File: src/rtl/volt_pkg.sv
// volt_pkg: word width and sign-magnitude <-> two's complement helpers for the volt datapath
package volt_pkg;
  localparam int DW = 16;
  localparam int SB = DW - 1;
  function automatic logic signed [DW:0] sm2tc(input logic [DW-1:0] x);
    logic signed [DW:0] m;
    m = {2'b00, x[SB-1:0]};
    return x[SB] ? -m : m;
  endfunction
  function automatic logic [DW-1:0] tc2sm(input logic signed [DW:0] v);
    return {v[DW], SB'(v[DW] ? -v : v)};
  endfunction
endpackage

File: src/rtl/volt_peak_trk.sv
// volt_peak_trk: window min/max trackers with pk-pk output, registered on fire
module volt_peak_trk
  import volt_pkg::*;
(
  input  logic                 ad_clk,
  input  logic                 rst,
  input  logic                 clear,
  input  logic                 s1_valid,
  input  logic                 first,
  input  logic signed [DW:0]   s1,
  input  logic                 fire,
  output logic [DW-1:0]        max_out,
  output logic [DW-1:0]        min_out,
  output logic [DW-1:0]        pkpk_out
);
  logic signed [DW:0] mx, mn;
  always_ff @(posedge ad_clk)
    if (rst || clear) begin
      mx <= '0;
      mn <= '0;
    end else if (s1_valid) begin
      mx <= (first || s1 > mx) ? s1 : mx;
      mn <= (first || s1 < mn) ? s1 : mn;
    end
  always_ff @(posedge ad_clk)
    if (rst) begin
      max_out  <= '0;
      min_out  <= '0;
      pkpk_out <= '0;
    end else if (fire && !clear) begin
      max_out  <= tc2sm(mx);
      min_out  <= tc2sm(mn);
      pkpk_out <= DW'(mx - mn);
    end
endmodule

File: src/rtl/volt_win_avg.sv
// volt_win_avg: 2^LOG2_N-sample block averager on sign-magnitude mV words.
// Define VOLT_PEAK_TRK_EN to add window min/max/pk-pk outputs.
module volt_win_avg
  import volt_pkg::*;
#(
  parameter int LOG2_N = 8
) (
  input  logic          ad_clk,
  input  logic          rst,
  input  logic          in_valid,
  input  logic [DW-1:0] data_in,
  input  logic          clear,
  output logic [DW-1:0] avg_out,
  output logic          avg_valid,
  output logic [DW-1:0] max_out,
  output logic [DW-1:0] min_out,
  output logic [DW-1:0] pkpk_out
);
  localparam int AW = DW + 1 + LOG2_N;
  logic signed [DW:0]   s1, avg_n, avg_tc;
  logic                 s1_valid, done, last;
  logic [LOG2_N-1:0]    cnt;
  logic signed [AW-1:0] acc, ext, tot;
  assign last  = &cnt;
  assign ext   = {{LOG2_N{s1[DW]}}, s1};
  assign tot   = (cnt == '0 ? '0 : acc) + ext;
  assign avg_n = (DW+1)'(tot >>> LOG2_N);
  always_ff @(posedge ad_clk)
    if (rst || clear) begin
      s1        <= '0;
      s1_valid  <= 1'b0;
      cnt       <= '0;
      acc       <= '0;
      done      <= 1'b0;
      avg_valid <= 1'b0;
    end else begin
      s1_valid  <= in_valid;
      if (in_valid) s1 <= sm2tc(data_in);
      done      <= s1_valid && last;
      avg_valid <= done;
      if (s1_valid) begin
        acc <= tot;
        cnt <= cnt + LOG2_N'(1);
      end
    end
  // avg_tc/avg_out survive clear; only rst returns them to zero
  always_ff @(posedge ad_clk)
    if (rst) begin
      avg_tc  <= '0;
      avg_out <= '0;
    end else begin
      if (s1_valid && last && !clear) avg_tc <= avg_n;
      if (done && !clear) avg_out <= tc2sm(avg_tc);
    end
`ifdef VOLT_PEAK_TRK_EN
  volt_peak_trk u_peak (
    .ad_clk   (ad_clk),
    .rst      (rst),
    .clear    (clear),
    .s1_valid (s1_valid),
    .first    (cnt == '0),
    .s1       (s1),
    .fire     (done),
    .max_out  (max_out),
    .min_out  (min_out),
    .pkpk_out (pkpk_out)
  );
`else
  assign max_out  = '0;
  assign min_out  = '0;
  assign pkpk_out = '0;
`endif
endmodule

File: config.mk
export PLATFORM = sky130hd
export DESIGN_NAME = volt_win_avg
export DESIGN_NICKNAME = d
export VERILOG_FILES = /design/src/rtl/volt_pkg.sv /design/src/rtl/volt_peak_trk.sv /design/src/rtl/volt_win_avg.sv
export SDC_FILE = /design/constraint.sdc
export NUM_CORES = 1
export LEC_CHECK = 0
export BUFFER_PORTS_ARGS = -buffer_cell sky130_fd_sc_hd__clkbuf_2
export CORE_MARGIN = 1.5
export CORE_UTILIZATION = 55
export CTS_CLUSTER_SIZE = 28
export DETAILED_ROUTE_END_ITERATION = 6
export GPL_TIMING_DRIVEN = 0
export PLACE_DENSITY = 0.77
export SLEW_MARGIN = 20
export SYNTH_ARGS = -nofsm -noshare
export SYNTH_HDL_FRONTEND = slang
export SYNTH_SLANG_ARGS = --single-unit
File: constraint.sdc
create_clock -name ad_clk -period 9.75 [get_ports ad_clk]
set_input_delay 0.975 -clock ad_clk [delete_from_list [all_inputs] [get_ports ad_clk]]
set_output_delay 0.975 -clock ad_clk [all_outputs]
set_load 0.005 [all_outputs]
==> Yosys cells after proc, flatten, opt, wreduce, memory -nomap -nowiden <==
Index checks and enable logic that the tools add are counted.
{ "totals": {"ff_bits": 86, "in_bits": 20, "word_cells": 22} }
{ "classes": {"add_sub_neg": 4, "n_mux": 3, "n_reduce_logical": 7} }
{ "ops": {"columns": ["operator", "n"], "rows": [
  ["adder 25 bit", 1],
  ["two-way mux 25 bit", 1],
  ["two-way mux 17 bit", 1],
  ["negator 15 -> 17 bit", 1],
  ["two-way mux 15 bit", 1],
  ["negator 15 bit", 1],
  ["adder 8 x 1 -> 8 bit (second input constant)", 1],
  ["logical NOT 8 bit", 1],
  ["AND reduction 8 bit", 1],
  ["logical AND 1 bit", 3],
  ["logical NOT 1 bit", 1],
  ["logical OR 1 bit", 1]
]} }

==> Longest topological paths before layout <==
{ "logic_depth": {"ltp_word": 3, "depth_mapped": 14, "mapped_depth_nobuf": 13} }

==> Least setup slack after synthesis <==
No wires, ideal clock.
{ "synth_path": {"path_kind": "register to register", "start": "reg cnt[0]", "end": "reg acc[22]", "setup_time_ps": 122, "arrival_ps": 3243, "setup_slack_ps": 6385, "path_stages_with_launch": 15, "n_path_buf": 1, "period_less_slack_ps": 3365, "cell_sequence": "dfxtp_1 > inv_1 > ha_1 > nor4b_1 > nand2_1 > clkbuf_1 > and2_1 > ha_1 > fa_1 > a211oi_1 > o21ai_2 > o2111a_2 > o211ai_2 > a2111oi_0 > a311o_1"} }
{ "synth_between": {"elab_chain_cells": 3} }
{ "synth_lines": {"columns": ["item", "line_no", "rtl"], "rows": [
  ["start, declared", "volt_win_avg.sv:22", "logic [LOG2_N-1:0] cnt;"],
  ["start signal, assigned", "volt_win_avg.sv:43", "cnt <= cnt + LOG2_N'(1);"],
  ["logical NOT 8 bit", "volt_win_avg.sv:26", "assign tot = (cnt == '0 ? '0 : acc) + ext;"],
  ["two-way mux 25 bit", "volt_win_avg.sv:26", null],
  ["adder 25 bit", "volt_win_avg.sv:26", null],
  ["end signal, assigned", "volt_win_avg.sv:42", "acc <= tot;"],
  ["end, declared", "volt_win_avg.sv:23", "logic signed [AW-1:0] acc, ext, tot;"]
]} }
No other way between the ends.
A chain may end at the register's enable or synchronous reset.

==> Final worst setup path <==
{ "layout_path": {"start": "reg cnt[0]", "end": "reg avg_tc[16]"} }
{ "layout_between": {"elab_chain_cells": 3, "word_cells_on_any_way": 6, "classes_between": "add/sub: 1; mux: 1; reduce/logical: 4"} }
{ "layout_lines": {"columns": ["item", "line_no", "rtl"], "rows": [
  ["logical NOT 8 bit or AND reduction 8 bit (tied branches)", "volt_win_avg.sv:26, volt_win_avg.sv:24", null],
  ["two-way mux 25 bit or logical AND 1 bit (tied branches)", "volt_win_avg.sv:26, volt_win_avg.sv:52", null],
  ["adder 25 bit or logical AND 1 bit (tied branches)", "volt_win_avg.sv:26, volt_win_avg.sv:52", null],
  ["end signal, assigned", "volt_win_avg.sv:52", "if (s1_valid && last && !clear) avg_tc <= avg_n;"],
  ["end, declared", "volt_win_avg.sv:20", "logic signed [DW:0] s1, avg_n, avg_tc;"]
]} }
Several ways; a longest one is shown, not always the timed one.

==> metrics.csv <==
metric;value;unit
run status;complete, no violations;
worst r2r dst;avg_tc[16];
Reg2Reg Launch Point;cnt[0];
drt drc;0;
Hold Path Class;reg2reg;
mapped cell area;0.005623;mm²
Non-Filler Instances;937;
startpoint types;flop;
All-Layer GR Usage;26.72;%
Die Wd;104.1;µm
cell with the most instances after synthesis;dfxtp_1;
Final Core Density;63.98;%
Worst EP required;9980;ps
Synth Register Bits;85;
share of synthesized registers carrying an async set or reset;0;%
Core ar.;0.009864;mm²
YS warnings;0;
max-slew violations;0;
die height;104.1;µm
I/O Pins;85;
largest net degree at the start of global routing;15;
vias in the first global route;4974;
hold-fix buffers at CTS;0;
ys flop type;dfxtp_1;
Worst-path clk slew;80;ps
post-synth top area share;30.26;%
post-CTS setup repair buffer count;0;
CTS tree;done;
die area;0.01084;mm²
GP Congestion;0.9699;
RSZ-0062 raised after global routing;false;
area delta synth->final;12.24;%
Least-Margin Pin Slew;738.3;ps
total number of vias;5296;
Yosys top cell by area;dfxtp_1;
Synth Area in XOR/XNOR;6.698;%
# diodes;0;
clock root buffer master;clkbuf_8;
Netlist cell types;65;
end point of the worst hold path;avg_out[14];
Tcrit/Tclk final;43.07;%
worst setup margin;5550;ps
Tot Pwr;652.5;µW
Slew headroom;50.78;%
CTS sink count;85;
adder and majority gate portion of the synthesized area;6.587;%
Worst Setup End Kind;flop;
Detailed Routing Iterations Pass 1;7;
worst slack, placed;5656;ps
Final Hold Fails;0;
HP Start;avg_out[14];
row cnt;36;
dpl cells;922;
Final Setup Violations;0;
CTS resizes;0;
clk buf depth;2;
Crit Path Max Fanout;10;
cells after synthesis;706;
EDFF count, synth;0;
Max H-tree Level;3;
fillcell total;902;
total of max-cap violations;0;
WL/cell;15.38;µm
Synth area leaders;dfxtp_1, buf_4, ha_1, a21oi_1, nand2_1;
Vias/cell;5.652;
Port Buffers;36;
R2R depth;14;
placed wire-length estimate;11290;µm
number of buffers created by CTS;9;
nets;849;
DRT iter0 DRCs;326;
initial antenna violation count;0;
fraction of synthesized area in multiplexers;2.314;%
Final TNS setup;0;ps
post-synthesis sequential area ratio;30.26;%
synth cell count leaders;dfxtp_1, nand2_1, a21oi_1;
Starting Density;57.00;%
Max IR drop VDD;0.1070;mV
fraction of layout cells with a size suffix above 1;14.30;%
largest family of logic cells by synthesized area;simple AND/OR/NAND/NOR gates;
DRT antenna net count;0;
global route total overflow;0;
Mean Syn Cell Area;7.964;µm²
Worst-Skew Late Latency;370;ps
simple logic cell fraction of the synthesized area;21.90;%
worst clock skew;12.99;ps
Leakage;0.002633;µW
Synth Area in Compound Gates;21.76;%
fin crit period;4200;ps
fmax;238.1;MHz
critical path class;reg2reg;
final wirelength;14410;µm
Critical Path AT;4430;ps
Pwr Density;103.4;mW/mm²
WHS Path Cells;2;
flop-to-flop setup slack;5550;ps
global-route wire length before repair;23340;µm
-- per-stage QoR --
stage                     cell area (µm²)  hold slack, ps
after CTS                            6311           458.1
after floorplan                      5799           440.7
after global placement               6146           436.8
after global routing                 6311           478.0
final                                6311           453.7
after detailed placement             6146           448.2
-- worst max path at each step --
stage	startpoint	endpoint	slack [ps]	cells past startpoint
floorplan	cnt[0]	acc[22]	6380	14
global placement	cnt[0]	avg_tc[16]	5710	14
detailed placement	cnt[0]	avg_tc[16]	5660	14
CTS	cnt[0]	avg_tc[16]	5630	14
global route	cnt[0]	acc[18]	5220	14
finish	cnt[0]	avg_tc[16]	5550	14
-- kinds of logic after synthesis --
logic type | after synthesis
buf+inv | 107
fa+ha+maj | 29
compound gates | 180
xor+xnor | 43
mux | 13
other cells | 1
simple gates | 248
flops | 85
-- layout by cell type, fill, tap and decap left out, drive strengths merged, types with 13 or more instances in the layout --
cell,n
dfxtp,85
clkbuf,83
nand2,66
a21oi,54
nor2,53
buf,53
conb,48
nand3,41
o21ai,31
ha,28
and2,27
a211oi,27
xor2,26
xnor2,17
inv,15
and3,14
mux2i,13
-- routing by layer --
layer | global-route usage, % | part of all wire (%) | wire, µm
met1 | 31.02 | 42 | 6085
met2 | 48.68 | 50 | 7255
met3 | 4.825 | 5.4 | 777
met4 | 10.02 | 2.0 | 292
met5 | 0 | 0 | 0
-- final cells by class --
class | count | area (µm²) | share of cell area [%]
well taps | 133 | 166.4 | 2.637
inverters | 16 | 60.06 | 0.9516
plain buffers | 91 | 525.5 | 8.327
repair buffers | 36 | 180.2 | 2.855
clock inverters | 6 | 41.29 | 0.6542
multi-input cells | 561 | 3512 | 55.65
flip-flops and latches | 85 | 1702 | 26.96
clock buffers | 9 | 123.9 | 1.963
-- where the power goes --
group          internal [µW]  switching, µW  leakage, µW
sequential               351           3.90     0.000687
combinational           30.0           44.0      0.00186
clock                   91.1            133    0.0000888
total                    472            181      0.00263
-- worst max-delay path, cell delays in order (launching register included) --
cell	delay, ps
dfxtp_1	360
inv_1	100
ha_1	140
nor4b_1	380
nand2_1	240
clkbuf_1	300
and2_1	240
ha_1	230
fa_1	440
a211oi_1	320
o21ai_2	150
o211ai_1	470
nand3_1	270
a211oi_1	340
a2111oi_2	80
-- registers in the layout, indices dropped and copies added, names as in the netlist --
register	cells
acc	25
avg_out	16
avg_tc	16
avg_valid	1
cnt	8
done	1
s1	17
s1_valid	1
Power figures use the tool's default switching activity.
